--- config.mk ---
export PLATFORM = sky130hd
export DESIGN_NAME = jk_bank_seq_flat
export DESIGN_NICKNAME = d
export VERILOG_FILES = /design/src/rtl/jk_bank_seq_if.sv /design/src/rtl/jk_bank_seq.sv /design/src/flat_wrapper.sv
export SDC_FILE = /design/constraint.sdc
export NUM_CORES = 1
export LEC_CHECK = 0
export CAP_MARGIN = 0
export CORE_UTILIZATION = 53
export CTS_CLUSTER_SIZE = 14
export DETAILED_ROUTE_END_ITERATION = 8
export PLACE_DENSITY = 0.92
export SLEW_MARGIN = 20
export SYNTH_ARGS = -nofsm -noshare
export SYNTH_HDL_FRONTEND = slang
export SYNTH_SLANG_ARGS = --single-unit
--- constraint.sdc ---
create_clock -name clk -period 2.7 [get_ports clk]
set_clock_uncertainty 0.1 [all_clocks]
set_input_delay 0.54 -clock clk [delete_from_list [all_inputs] [get_ports clk]]
set_output_delay 0.54 -clock clk [all_outputs]
set_load 0.01 [all_outputs]
--- src/rtl/jk_bank_seq_if.sv ---
// Command channel into the JK bank sequencer: one command per valid/ready handshake.
interface jk_bank_seq_if #(
    parameter int WIDTH = 4,
    parameter int CNT_W = 8
);
    logic             cmd_valid;
    logic             cmd_ready;
    logic [2:0]       cmd_op;
    logic [WIDTH-1:0] cmd_data;
    logic [CNT_W-1:0] cmd_count;

    modport master (
        output cmd_valid, cmd_op, cmd_data, cmd_count,
        input  cmd_ready
    );

    modport slave (
        input  cmd_valid, cmd_op, cmd_data, cmd_count,
        output cmd_ready
    );
endinterface

--- src/rtl/jk_bank_seq.sv ---
// Sequencer turning set/clear/toggle/load/count/verify commands into registered
// j/k drive patterns for a bank of JK flip-flops, reading the bank's q back.
module jk_bank_seq #(
    parameter int WIDTH = 4,
    parameter int CNT_W = 8
) (
    input  logic             clk,
    input  logic             rst,
    jk_bank_seq_if.slave     cmd,
    input  logic [WIDTH-1:0] q,
    output logic [WIDTH-1:0] j,
    output logic [WIDTH-1:0] k,
    output logic             busy,
    output logic             done,
    output logic             err,
    output logic             wrapped
);
    typedef enum logic [1:0] {IDLE, DRIVE, SETTLE, DONE} state_t;

    localparam logic [2:0] OP_SET    = 3'd1;
    localparam logic [2:0] OP_CLR    = 3'd2;
    localparam logic [2:0] OP_TGL    = 3'd3;
    localparam logic [2:0] OP_LOAD   = 3'd4;
    localparam logic [2:0] OP_CNTUP  = 3'd5;
    localparam logic [2:0] OP_CNTDN  = 3'd6;
    localparam logic [2:0] OP_VERIFY = 3'd7;

    state_t           state_reg;
    logic [2:0]       op_reg;
    logic [WIDTH-1:0] data_reg;
    logic [CNT_W-1:0] cnt_reg;
    logic [WIDTH-1:0] j_reg;
    logic [WIDTH-1:0] k_reg;
    logic             busy_reg;
    logic             done_reg;
    logic             err_reg;
    logic             wrapped_reg;
    logic             ready_reg;

    logic [WIDTH-1:0] up_mask;
    logic [WIDTH-1:0] dn_mask;
    logic [2:0]       op_sel;
    logic [WIDTH-1:0] m_sel;
    logic [WIDTH-1:0] j_next;
    logic [WIDTH-1:0] k_next;
    logic             wrap_hit;
    logic             accept;

    function automatic logic is_count(input logic [2:0] op);
        return (op == OP_CNTUP) || (op == OP_CNTDN);
    endfunction

    // Ripple-carry/borrow toggle masks: bit i flips when all lower bits are 1 (up) or 0 (down).
    generate
        for (genvar gi = 0; gi < WIDTH; gi++) begin : g_mask
            if (gi == 0) begin : g_lsb
                assign up_mask[gi] = 1'b1;
                assign dn_mask[gi] = 1'b1;
            end else begin : g_upper
                assign up_mask[gi] = &q[gi-1:0];
                assign dn_mask[gi] = ~|q[gi-1:0];
            end
        end
    endgenerate

    // In IDLE the pattern comes from the command being accepted; afterwards from the latched copy.
    assign op_sel = (state_reg == IDLE) ? cmd.cmd_op   : op_reg;
    assign m_sel  = (state_reg == IDLE) ? cmd.cmd_data : data_reg;
    assign accept = cmd.cmd_valid && ready_reg;

    always_comb begin
        j_next   = '0;
        k_next   = '0;
        wrap_hit = 1'b0;
        case (op_sel)
            OP_SET:  j_next = m_sel;
            OP_CLR:  k_next = m_sel;
            OP_TGL: begin
                j_next = m_sel;
                k_next = m_sel;
            end
            OP_LOAD: begin
                j_next = m_sel;
                k_next = ~m_sel;
            end
            OP_CNTUP: begin
                j_next   = up_mask;
                k_next   = up_mask;
                wrap_hit = &q;
            end
            OP_CNTDN: begin
                j_next   = dn_mask;
                k_next   = dn_mask;
                wrap_hit = ~|q;
            end
            default: ;
        endcase
    end

    always_ff @(posedge clk or negedge rst) begin
        if (!rst) begin
            state_reg   <= IDLE;
            op_reg      <= '0;
            data_reg    <= '0;
            cnt_reg     <= '0;
            j_reg       <= '0;
            k_reg       <= '0;
            busy_reg    <= 1'b0;
            done_reg    <= 1'b0;
            err_reg     <= 1'b0;
            wrapped_reg <= 1'b0;
            ready_reg   <= 1'b0;
        end else begin
            done_reg <= 1'b0;
            case (state_reg)
                IDLE: begin
                    ready_reg <= 1'b1;
                    if (accept) begin
                        op_reg      <= cmd.cmd_op;
                        data_reg    <= cmd.cmd_data;
                        cnt_reg     <= cmd.cmd_count;
                        err_reg     <= 1'b0;
                        wrapped_reg <= 1'b0;
                        ready_reg   <= 1'b0;
                        busy_reg    <= 1'b1;
                        if (cmd.cmd_op == OP_VERIFY) begin
                            state_reg <= DONE;
                            done_reg  <= 1'b1;
                            err_reg   <= (q != cmd.cmd_data);
                        end else if (is_count(cmd.cmd_op) && (cmd.cmd_count == '0)) begin
                            state_reg <= DONE;
                            done_reg  <= 1'b1;
                        end else begin
                            state_reg   <= DRIVE;
                            j_reg       <= j_next;
                            k_reg       <= k_next;
                            wrapped_reg <= wrap_hit;
                        end
                    end
                end
                DRIVE: begin
                    state_reg <= SETTLE;
                    j_reg     <= '0;
                    k_reg     <= '0;
                    cnt_reg   <= cnt_reg - CNT_W'(1);
                end
                SETTLE: begin
                    if (is_count(op_reg) && (cnt_reg != '0)) begin
                        state_reg   <= DRIVE;
                        j_reg       <= j_next;
                        k_reg       <= k_next;
                        wrapped_reg <= wrapped_reg | wrap_hit;
                    end else begin
                        state_reg <= DONE;
                        done_reg  <= 1'b1;
                    end
                end
                DONE: begin
                    state_reg <= IDLE;
                    busy_reg  <= 1'b0;
                    ready_reg <= 1'b1;
                end
                default: state_reg <= IDLE;
            endcase
        end
    end

    assign cmd.cmd_ready = ready_reg;
    assign j             = j_reg;
    assign k             = k_reg;
    assign busy          = busy_reg;
    assign done          = done_reg;
    assign err           = err_reg;
    assign wrapped       = wrapped_reg;
endmodule

--- src/flat_wrapper.sv ---
// flat-port wrapper written by rule: the top's interface ports become plain ports
module jk_bank_seq_flat 
#(
    parameter int WIDTH = 4,
    parameter int CNT_W = 8
)
  (clk, rst, q, j, k, busy, done, err, wrapped, cmd_cmd_valid, cmd_cmd_op, cmd_cmd_data, cmd_cmd_count, cmd_cmd_ready);
  jk_bank_seq_if #(.WIDTH(WIDTH), .CNT_W(CNT_W)) cmd_i ();
  input  logic clk;
  input  logic rst;
  input  logic [WIDTH-1:0] q;
  output logic [WIDTH-1:0] j;
  output logic [WIDTH-1:0] k;
  output logic busy;
  output logic done;
  output logic err;
  output logic wrapped;
  input wire logic [$bits(cmd_i.cmd_valid)-1:0] cmd_cmd_valid;
  input wire logic [$bits(cmd_i.cmd_op)-1:0] cmd_cmd_op;
  input wire logic [$bits(cmd_i.cmd_data)-1:0] cmd_cmd_data;
  input wire logic [$bits(cmd_i.cmd_count)-1:0] cmd_cmd_count;
  output wire logic [$bits(cmd_i.cmd_ready)-1:0] cmd_cmd_ready;
  assign cmd_i.cmd_valid = cmd_cmd_valid;
  assign cmd_i.cmd_op = cmd_cmd_op;
  assign cmd_i.cmd_data = cmd_cmd_data;
  assign cmd_i.cmd_count = cmd_cmd_count;
  assign cmd_cmd_ready = cmd_i.cmd_ready;
  jk_bank_seq #(.WIDTH(WIDTH), .CNT_W(CNT_W)) u_core (.clk(clk), .rst(rst), .cmd(cmd_i), .q(q), .j(j), .k(k), .busy(busy), .done(done), .err(err), .wrapped(wrapped));
endmodule
# Word level (Yosys, flattened, before mapping)
# Index checks and enable logic that the tools add are counted.
# classes
n_addsub	1
n_eq_ne	19
muxes	37
n_bitwise	2
n_reduce_logical	29
# op_table
cell	n
$mux W4	9
$pmux W4 S3	3
$eq A3 B3 Y1 const B	8
$pmux W4 S4	1
$pmux W8 S2	1
$mux W1	11
$pmux W1 S2	5
$logic_not A8 Y1	1
$mux W2	4
$mux W8	1
$pmux W2 S4	1
$reduce_and A2 Y1	4
$reduce_bool A8 Y1	1
$sub A8 B1 Y8 const B	1
$eq A3 B2 Y1 const B	2
$reduce_and A3 Y1	2
$reduce_bool A2 Y1	3
$reduce_or A3 Y1	2
$reduce_and A5 Y1	1
$eq A2 B2 Y1 const B	2
$logic_not A1 Y1	4
$ne A2 B1 Y1 const B	2
$ne A2 B2 Y1 const B	2
$ne A4 B4 Y1	1
other kinds (12)	16
# word_totals
register_bits	30
inputBits	22
elab_cells	99

# Depth between registers and ports, before layout
# Gate-level depths: netlist of run 1.
# depth
ltp_word	9
mapped_depth	10
mapped_depth_nobuf	7

# Worst setup path after synthesis of run 1
# Ideal clock, no wire load.
# synth_timing
path_type	register to register
start	register u_core.cnt_reg[2]
end	register u_core.k_reg[3], in the netlist u_core.k[3]
setup_time_ps	125
arrival_ps	1935
t_required_ps	2475
path_slack_ps	540
path_stages_with_launch	5
path_buffers	0
cell_sequence	dfrtp_1 -> or4_4 -> or4_4 -> nand4_4 -> mux2_2
# synth_between
elab_chain_len	4
# synth_rtl
element	line	source
start: declaration	jk_bank_seq.sv:31	logic [CNT_W-1:0] cnt_reg;
start signal: assignment	jk_bank_seq.sv:121	cnt_reg <= cmd.cmd_count;
start signal: assignment	jk_bank_seq.sv:145	cnt_reg <= cnt_reg - CNT_W'(1);
$reduce_bool A8 Y1	jk_bank_seq.sv:148	if (is_count(op_reg) && (cnt_reg != '0)) begin
$logic_and A1 B1 Y1	jk_bank_seq.sv:148	
$ne A2 B1 Y1 (no line)	--	
$reduce_and A5 Y1 (no line)	--	
end signal: assignment	jk_bank_seq.sv:136	k_reg <= k_next;
end signal: assignment	jk_bank_seq.sv:151	k_reg <= k_next;
end: declaration	jk_bank_seq.sv:33	logic [WIDTH-1:0] k_reg;
# No other way between the ends.
# A chain may end at the register's enable or synchronous reset.

# Final worst setup path of run 1
# layout_timing
start	register u_core.state_reg[0]
end	register u_core.wrapped_reg, in the netlist u_core.wrapped
# layout_between
elab_chain_len	8
# layout_rtl
element	line	source
start: declaration	jk_bank_seq.sv:28	state_t state_reg;
start signal: assignment	jk_bank_seq.sv:102	state_reg <= IDLE;
start signal: assignment	jk_bank_seq.sv:127	state_reg <= DONE;
start signal: assignment	jk_bank_seq.sv:131	state_reg <= DONE;
$logic_not A2 Y1	jk_bank_seq.sv:67, jk_bank_seq.sv:115	
$mux W3	jk_bank_seq.sv:67	assign op_sel = (state_reg == IDLE) ? cmd.cmd_op : op_reg;
$eq A3 B3 Y1	jk_bank_seq.sv:75	case (op_sel)
$pmux W1 S2	jk_bank_seq.sv:75	
$mux W1	jk_bank_seq.sv:130	end else if (is_count(cmd.cmd_op) && (cmd.cmd_count == '0)) begin
$mux W1	jk_bank_seq.sv:126	if (cmd.cmd_op == OP_VERIFY) begin
$mux W1	jk_bank_seq.sv:118	if (accept) begin
$pmux W1 S2	jk_bank_seq.sv:115	case (state_reg)
end signal: assignment	jk_bank_seq.sv:137	wrapped_reg <= wrap_hit;
end signal: assignment	jk_bank_seq.sv:152	wrapped_reg <= wrapped_reg | wrap_hit;
end: declaration	jk_bank_seq.sv:37	logic wrapped_reg;
# Parallel ways exist; a longest one is shown, timed or not. The select of a mux whose other input is x is not followed.

==> results of run 1 <==
area by class of cell:
class	instances	area [um2]	share of cell area, %
Tap cell	48	60.1	2.37
Inverter	9	33.8	1.34
Sequential cell	30	751	29.7
Multi-Input combinational cell	169	1180	46.6
Timing Repair Buffer	46	430	17.0
Clock buffer	7	76.3	3.02
routing by layer:
metal	up-vias	GRT usage, %	share of wire, %	routed length (um)
met4	0	12.5	2.4	119
met2	69	47.1	50	2440
met1	864	31.5	42	2050
met3	12	5.00	5.3	260
met5	-	0	0	0
li1	909	-	-	-
critical path, cell delays in order, from the launching register on:
cell and delay (ns):
dfrtp_1 0.41, inv_1 0.10, ha_2 0.34, mux2_2 0.45, nor3_1 0.30, mux2i_1 0.14
or3_1 0.32, o21ai_0 0.16
cell usage after synthesis, types with 2 or more instances:
library cell   n  area, um2
dfrtp_1       30        751
nand2_1       20       75.1
o21ai_0       20        100
mux2_2        14        158
a21oi_1       13       65.1
clkbuf_1      11       41.3
inv_1          9       33.8
nand3_1        9       45.0
mux2i_1        8       80.1
nor2_1         8       30.0
nor3_1         8       40.0
o22ai_1        7       43.8
ha_1           6       75.1
o22a_1         6       52.6
xnor2_1        5       43.8
a221oi_1       4       35.0
a21o_1         3       22.5
a31oi_1        3       18.8
buf_2          3       15.0
nand4_1        3       18.8
nor4_1         3       18.8
o21ai_2        3       26.3
and2_1         2       12.5
o2111ai_1      2       17.5
o31ai_1        2       15.0
or3_1          2       12.5
or4_4          2       22.5
through the flow:
step / cell area (um2) / hold WS, ns / power [mW]
finish: 2530 / 0.379 / 3.16
global route: 2530 / 0.411 / 3.43
CTS: 2530 / 0.385 / 3.15
detailed placement: 2450 / 0.368 / 2.79
global placement: 2450 / 0.370 / 2.73
floorplan: 2030 / 0.144 / 2.26
power groups by stage:
stage          combinational, mW  clock (mW)  sequential (mW)
5_1_grt                     2.17       0.369            0.895
4_1_cts                     1.94       0.346            0.862
2_1_floorplan               1.41           0            0.856
6_report                    1.95       0.342            0.865
3_5_place_dp                1.92           0            0.869
3_3_place_gp                1.87           0            0.858
placed cells by master (no fill, tap or decap), types with 6 or more instances in the layout:
cell	instances
dfrtp_1	30
clkdlybuf4s50_1	34
mux2_2	14
buf_4	12
inv_1	9
o22ai_1	7
a21oi_1	13
nand2_1	20
nand3_1	9
o22a_1	6
nor2_1	8
nor3_1	8
o21ai_0	20
mux2i_1	8
cell families after synthesis:
| logic type | count (synthesis) | share of synthesized area [%] |
|---|---|---|
| buffers and inverters | 24 | 5.17 |
| AOI/OAI and AO/OA | 73 | 23.9 |
| and+or+nand+nor | 63 | 16.4 |
| DFF | 30 | 36.9 |
| adders and majority gates | 6 | 3.69 |
| xor gates and xnor gates | 5 | 2.16 |
| muxes | 22 | 11.7 |
worst max-delay path by stage:
| stage | startpoint | end | slack [ns] |
|---|---|---|---|
| final | u_core.state_reg[0] | u_core.wrapped | 0.30 |
| after global routing | u_core.state_reg[0] | u_core.wrapped | 0.13 |
| after CTS | u_core.state_reg[0] | u_core.wrapped | 0.17 |
| after detailed placement | cmd_cmd_count[0] | u_core.k[3] | 0.18 |
| after global placement | cmd_cmd_count[0] | u_core.k[3] | 0.19 |
| after floorplan | u_core.cnt_reg[2] | u_core.k[3] | 0.54 |
==> results.py, run 1 <==
metrics = {
    "hold_path": {
        "min_to": "u_core.k[1]",
        "min_path_type": "reg -> reg",
        "worstHoldStart": "u_core.k[1]",
        "whs_path_depth": 2,
    },
    "cts": {
        "cts_hold_buf": 0,
        "cts-root-buf": "clkbuf_8",
        "cts-htree-levels": 2,
        "cts.repair.resized": 0,
        "post_cts_buffers": 0,
        "worst_skew_pair.late_latency_ns": 0.29,
        "cts_num_sinks": 30,
        "cts_buffer_depth": 2,
        "clk_pin_slew_worst_paths_ns": 0.06,
        "cts_tree": "done",
        "cts_buffers": 5,
    },
    "synth": {
        "yosysWarnings": 0,
        "synthArstFlopShare_pct": 100,
        "syn_inst": 223,
        "synth_edf_count": 0,
        "ys_seq_area_share_pct": 36.9,
        "synth_flop_cell": "dfrtp_1",
        "syn_area_per_cell_um2": 9.11,
        "synth_cell_type_count": 44,
        "syn_nets": 251,
        "postSynthRegisterBits": 30,
        "synth_area_um2": 2030,
    },
    "job": {
        "drv_cap": 0,
    },
    "worst_setup_path": {
        "arrival_ns": 2.51,
        "r2r_start": "u_core.state_reg[0]",
        "worstSetupPathType": "reg -> reg",
        "ff2ff_path_depth": 7,
        "reg2reg_slack_ns": 0.30,
        "end_kind": "flop",
        "timing.rr.end": "u_core.wrapped",
        "cp.required_ns": 2.81,
        "cp_max_fo": 11,
        "cp-start-kind": "flop",
    },
    "placement": {
        "dp.final_hpwl_um": 3410,
        "detailedPlace.worstSlack_ns": 0.180,
        "gp_congestion": 0.903,
        "dpl.cell_count": 302,
        "numPortBuffers": 34,
    },
    "routing": {
        "drc": 0,
        "vias": 1854,
        "wl_per_cell_um": 15.8,
        "drtPass1Iterations": 4,
        "postRouteAntennaNets": 0,
        "wirelength_um": 4870,
        "via_per_inst": 6.00,
        "dr.first_iter.drc_count": 119,
    },
    "sta": {
        "min_period_ns": 2.40,
        "setup_ws_ns": 0.299,
        "rsz0062_at_grt": "no",
        "fin_crit_sh_pct": 88.9,
        "fin_tns_setup_ns": 0,
        "hold_viol_final": 0,
        "worst_pin_slew_ns": 0.663,
        "relSlewSlack_pct": 55.8,
        "setup_viol": 0,
        "timing.fmax_ghz": 0.416,
        "slew_viol_final": 0,
    },
    "grt": {
        "grt_overflow": 0,
        "grt_pass1_wl_um": 8380,
        "grt_start_max_net_pins": 31,
        "grtUsageTotal_pct": 26.9,
        "antenna_found_initial": 0,
        "grt_pass1_vias": 1822,
    },
    "die": {
        "pin_count": 35,
        "die_x_um": 63.9,
        "die_area_um2": 4090,
        "fp.dieH_um": 63.9,
        "start_util_pct": 55.5,
        "core_um2": 3660,
        "num_rows": 22,
    },
    "power": {
        "comb_power_share_pct": 61.8,
        "p_sw_mw": 1.39,
        "clkPwrFrac_pct": 10.8,
        "p_int_mw": 1.76,
        "power.density_nw_per_um2": 1250,
        "leakage_nw": 1.02,
        "vdd_drop_max_mv": 0.553,
        "p_seq_share_pct": 27.4,
        "p_sw_share_pct": 44.1,
    },
    "cells_and_area": {
        "fin_util_pct": 69.1,
        "num_antenna_cells": 0,
        "largest_reg_flops": 8,
        "final_nets": 289,
        "fillerInstances": 313,
        "final_cells": 309,
        "drive_gt1_share_pct": 16.1,
        "synthToLayoutAreaGrowth_pct": 24.5,
    },
    "outcome": {
        "status": "completed",
    },
}
Note: power is estimated with default switching activity, not from simulation.
==> run 2, diff against run 1 <==
- CORE_UTILIZATION: 53 -> 55
- CTS_BUF_LIST: not set -> sky130_fd_sc_hd__clkbuf_2 sky130_fd_sc_hd__clkbuf_4 sky130_fd_sc_hd__clkbuf_8
- PLACE_DENSITY: 0.92 -> 0.95
==> run 2 against run 1 <==
Clock power rose by 6%. Worst hold slack worse by 0.0064 ns. Sequential cell count stayed put. Maximum frequency is 3.0% lower. Critical path depth did not move. Wire length increased by 1.7%. Utilization rose by 4.5 points. Worst setup slack lost 0.075 ns. Die area is 3.5% lower. Sequential power increased by 1%. Final cell count shrank 0.65%. Critical path type unchanged. Highest routed layer unchanged.
==> results.py, run 2 (same netlist as run 1, synthesis figures left out) <==
metrics = {
    "routing": {
        "wl_per_cell_um": 16.1,
        "drtPass1Iterations": 7,
        "via_per_inst": 6.27,
        "wirelength_um": 4950,
        "vias": 1926,
        "postRouteAntennaNets": 0,
        "drc": 0,
        "dr.first_iter.drc_count": 239,
    },
    "sta": {
        "setup_viol": 0,
        "fin_crit_sh_pct": 91.7,
        "fin_tns_setup_ns": 0,
        "slew_viol_final": 0,
        "worst_pin_slew_ns": 0.698,
        "min_period_ns": 2.48,
        "rsz0062_at_grt": "no",
        "relSlewSlack_pct": 53.4,
        "holdWs_ns": 0.373,
        "hold_viol_final": 0,
        "timing.fmax_ghz": 0.404,
    },
    "cells_and_area": {
        "fillerInstances": 247,
        "layout_common_cells": "clkdlybuf4s50_1 (34), dfrtp_1 (30), nand2_1 (20), o21ai_0 (20), mux2_2 (14)",
        "num_antenna_cells": 0,
        "synthToLayoutAreaGrowth_pct": 24.6,
        "largest_reg_flops": 8,
        "stdcell_area_um2": 2530,
        "final_nets": 289,
        "final_common_cell": "clkdlybuf4s50_1",
        "drive_gt1_share_pct": 16.5,
    },
    "worst_setup_path": {
        "crit_chain": "inv_1 > ha_1 > mux2_2 > nor3_1 > mux2i_1 > or3_1 > o21ai_0",
        "critical_path.slowest_cell": "mux2_2",
        "end_kind": "flop",
        "reg2reg_slack_ns": 0.22,
        "crit_family": "simple AND/OR/NAND/NOR gates",
        "slowest_delay_ns": 0.45,
        "crit_buf_inv": 1,
        "cp_max_fo": 8,
        "worstSetupPathType": "reg -> reg",
        "cp.required_ns": 2.80,
        "arrival_ns": 2.57,
        "cp-start-kind": "flop",
    },
    "cts": {
        "cts_buffers": 5,
        "cts-root-buf": "clkbuf_8",
        "cts.repair.resized": 0,
        "cts_hold_buf": 0,
        "cts_tree": "done",
        "clk_pin_slew_worst_paths_ns": 0.06,
        "cts-htree-levels": 2,
        "worst_skew_pair.late_latency_ns": 0.29,
        "cts_buffer_depth": 2,
        "cts_num_sinks": 30,
        "post_cts_buffers": 0,
    },
    "grt": {
        "grt_pass1_wl_um": 8630,
        "grt_start_max_net_pins": 31,
        "grtUsageTotal_pct": 28.0,
        "grt_overflow": 0,
        "grt_pass1_vias": 1889,
        "antenna_found_initial": 0,
    },
    "hold_path": {
        "min_path_type": "reg -> reg",
    },
    "die": {
        "fp.dieH_um": 62.8,
        "pin_count": 35,
        "start_util_pct": 59.0,
        "die_x_um": 62.8,
        "num_rows": 21,
        "core_um2": 3440,
        "die_area_um2": 3940,
    },
    "power": {
        "leakage_nw": 1.03,
        "vdd_drop_max_mv": 0.680,
        "power.total_mw": 3.22,
        "power.density_nw_per_um2": 1270,
    },
    "outcome": {
        "status": "completed",
    },
    "placement": {
        "numPortBuffers": 34,
        "gp_congestion": 0.894,
        "place_area_um2": 2450,
        "dp.final_hpwl_um": 3490,
    },
    "job": {
        "drv_cap": 0,
    },
}
run 2: area by class of cell:
| cell class | instances | area (um2) | area share, % |
|---|---|---|---|
| clock buffer | 7 | 83.8 | 3.31 |
| multi-input combinational | 169 | 1180 | 46.4 |
| timing repair buffer | 46 | 430 | 17.0 |
| sequential | 30 | 751 | 29.6 |
| tap | 46 | 57.6 | 2.27 |
| inverter | 9 | 33.8 | 1.33 |
run 2: worst paths after layout:
path | from | end | depth (start not counted)
max in group asynchronous | rst | u_core.err | 2
worst min-delay path | u_core.j[1] | u_core.j[1] | 2
worst max-delay path | u_core.state_reg[0] | u_core.wrapped | 7
worst min register to register | u_core.j[1] | u_core.j[1] | 2
worst max register to register | u_core.state_reg[0] | u_core.wrapped | 7
min in group asynchronous | rst | u_core.busy | 2
run 2: tightest hold or removal path: stages, from the launching register on:
cell	delay, ns
dfrtp_1	0.34
nand2_1	0.05
o31ai_1	0.05
run 2: where the power goes:
| part | total (mW) | internal (mW) | leakage (nW) | switching, mW |
|---|---|---|---|---|
| logic | 1.98 | 0.936 | 0.620 | 1.05 |
| registers | 0.875 | 0.666 | 0.362 | 0.209 |
| clock network | 0.361 | 0.197 | 0.0452 | 0.164 |
run 2: stage by stage:
step,instances,worst slack (ns),utilization (%)
finish,307,0.224,73.6
global route,307,0.0207,73.6
CTS,307,0.241,73.6
detailed placement,300,0.0891,71.1
global placement,300,0.139,71.1
floorplan,223,0.540,-
run 2: layer usage:
| layer | GRT usage (%) | routed length [um] | part of all wire, % | up-vias |
|---|---|---|---|---|
| met1 | 34.7 | 2150 | 44 | 925 |
| met5 | 0 | 0 | 0 | - |
| met3 | 4.38 | 277 | 5.6 | 8 |
| met2 | 47.4 | 2450 | 50 | 84 |
| li1 | - | - | - | 909 |
| met4 | 13.1 | 68 | 1.4 | 0 |
==> run 3, diff against run 2 <==
- CORE_UTILIZATION: 55 -> 50
- PLACE_DENSITY: 0.95 -> 0.91
- clock period: 2.7 -> 2.2 ns (I/O delays scaled with it)
==> run 3 against run 2 <==
Clock-buffer cell count unchanged. Sequential share of layout area down 3.8 points. Largest cell class unchanged. Utilization up 3.4 points. Die area up 9.7%. Total power up 44%.
==> results.py, run 3 (same netlist as run 1, synthesis figures left out) <==
metrics = {
    "sta": {
        "fin_crit_sh_pct": 96.5,
        "timing.fmax_ghz": 0.471,
        "setup_ws_ns": 0.0761,
        "worst_pin_slew_ns": 0.359,
        "rsz0062_at_grt": "no",
        "setup_viol": 0,
        "slew_viol_final": 0,
        "min_period_ns": 2.12,
        "relSlewSlack_pct": 75.4,
        "hold_viol_final": 0,
        "fin_tns_setup_ns": 0,
        "holdWs_ns": 0.385,
    },
    "cts": {
        "clk_pin_slew_worst_paths_ns": 0.07,
        "cts-htree-levels": 2,
        "cts_buffers": 5,
        "cts_num_sinks": 30,
        "cts_tree": "done",
        "cts-root-buf": "clkbuf_8",
        "worst_skew_pair.late_latency_ns": 0.29,
        "cts_buffer_depth": 2,
    },
    "power": {
        "clkPwrFrac_pct": 10.3,
        "p_sw_share_pct": 42.4,
        "p_sw_mw": 1.97,
        "p_int_mw": 2.67,
        "power.density_nw_per_um2": 1600,
        "leakage_nw": 1.22,
        "p_seq_share_pct": 21.9,
        "comb_power_share_pct": 67.8,
        "power.total_mw": 4.64,
        "vdd_drop_max_mv": 0.913,
    },
    "worst_setup_path": {
        "end_kind": "flop",
        "cp.required_ns": 2.27,
        "cp_max_fo": 5,
        "r2r_start": "u_core.cnt_reg[2]",
        "timing.rr.end": "u_core.k[2]",
        "worstSetupPathType": "reg -> reg",
        "arrival_ns": 2.19,
        "endpoint": "u_core.k[2]",
        "cp-start-kind": "flop",
        "crit_chain": "or4_4 > or4_4 > nand4_4 > buf_12 > a311oi_1 > a21o_1",
        "reg2reg_slack_ns": 0.08,
        "cpMostUsedCell": "or4_4",
        "ff2ff_path_depth": 6,
        "crit_start": "u_core.cnt_reg[2]",
        "critical_path.slowest_cell": "or4_4",
        "slowest_delay_ns": 0.56,
    },
    "placement": {
        "dp.final_hpwl_um": 3860,
        "detailedPlace.worstSlack_ns": -0.117,
        "place_area_um2": 2720,
        "gp_congestion": 1.03,
        "dpl.cell_count": 336,
        "numPortBuffers": 34,
    },
    "cells_and_area": {
        "final_nets": 324,
        "drive_gt1_share_pct": 30.6,
        "synthToLayoutAreaGrowth_pct": 42.9,
        "largest_reg_flops": 8,
        "final_cells": 345,
        "fin_util_pct": 77.0,
        "stdcell_area_um2": 2900,
        "final_common_cell": "buf_4",
        "layout_common_cells": "buf_4 (46), clkdlybuf4s50_1 (34), dfrtp_1 (30), nand2_1 (20), o21ai_0 (17)",
        "num_antenna_cells": 0,
    },
    "routing": {
        "drc": 0,
        "vias": 2074,
        "postRouteAntennaNets": 0,
        "wl_per_cell_um": 16.0,
        "wirelength_um": 5530,
        "drtPass1Iterations": 4,
        "dr.first_iter.drc_count": 152,
        "via_per_inst": 6.01,
    },
    "die": {
        "fp.dieH_um": 65.8,
        "core_um2": 3770,
        "num_rows": 22,
        "die_x_um": 65.8,
        "pin_count": 35,
        "die_area_um2": 4320,
        "start_util_pct": 53.9,
    },
    "grt": {
        "grt_overflow": 0,
        "grtUsageTotal_pct": 27.1,
        "grt_pass1_vias": 1998,
        "grt_start_max_net_pins": 31,
        "grt_pass1_wl_um": 8840,
        "antenna_found_initial": 0,
    },
    "hold_path": {
        "min_path_type": "reg -> reg",
        "worstHoldStart": "u_core.j[0]",
    },
    "job": {
        "drv_cap": 0,
    },
    "outcome": {
        "status": "completed",
    },
}
-- run 3: critical path, delay by kind of cell, from the launching register on --
kind | cells | cell delay, ns
AND/OR/NAND/NOR | 3 | 1.20
flip-flops | 1 | 0.38
AO/OA/AOI/OAI | 2 | 0.20
buffers and inverters | 1 | 0.12
-- run 3: power by group through the flow --
stage	combinational (mW)	clock (mW)	sequential, mW
2_1_floorplan	1.72	0	1.05
3_3_place_gp	2.75	0	0.988
3_5_place_dp	2.85	0	1.01
4_1_cts	2.91	0.482	1.00
5_1_grt	3.40	0.500	1.04
6_report	3.15	0.476	1.02
-- run 3: what timing repair did --
item	4_1_cts	5_1_grt
resized for setup	4	17
setup buffers	0	1
setup endpoints to repair	6	8
hold buffers	0	0
endpoints found under the hold margin	0	0
pin swaps	1	4
-- run 3: cell type report --
type                    count  area, um2
clock buffers               7       90.1
clock inverters             1       5.00
fillers                   249        868
inverters                   9       33.8
multi-input cells         169       1260
flip-flops and latches     30        751
well taps                  48       60.1
repair buffers             81        706
-- run 3: worst min-delay path by stage --
stage                     cells past startpoint  slack [ns]          end
after floorplan                               0        0.04  u_core.busy
after detailed placement                      1        0.37  u_core.k[2]
after global placement                        2        0.36   u_core.err
after global routing                          1        0.40  u_core.k[2]
after CTS                                     1        0.39  u_core.k[2]
final                                         2        0.39  u_core.j[0]
-- run 3: routing by layer --
| metal | up-vias | global-route usage, % | part of all wire (%) |
|---|---|---|---|
| met1 | 1005 | 30.9 | 42 |
| met5 | - | 0 | 0 |
| met3 | 5 | 5.03 | 6.0 |
| li1 | 977 | - | - |
| met2 | 87 | 49.5 | 51 |
| met4 | 0 | 9.51 | 0.92 |
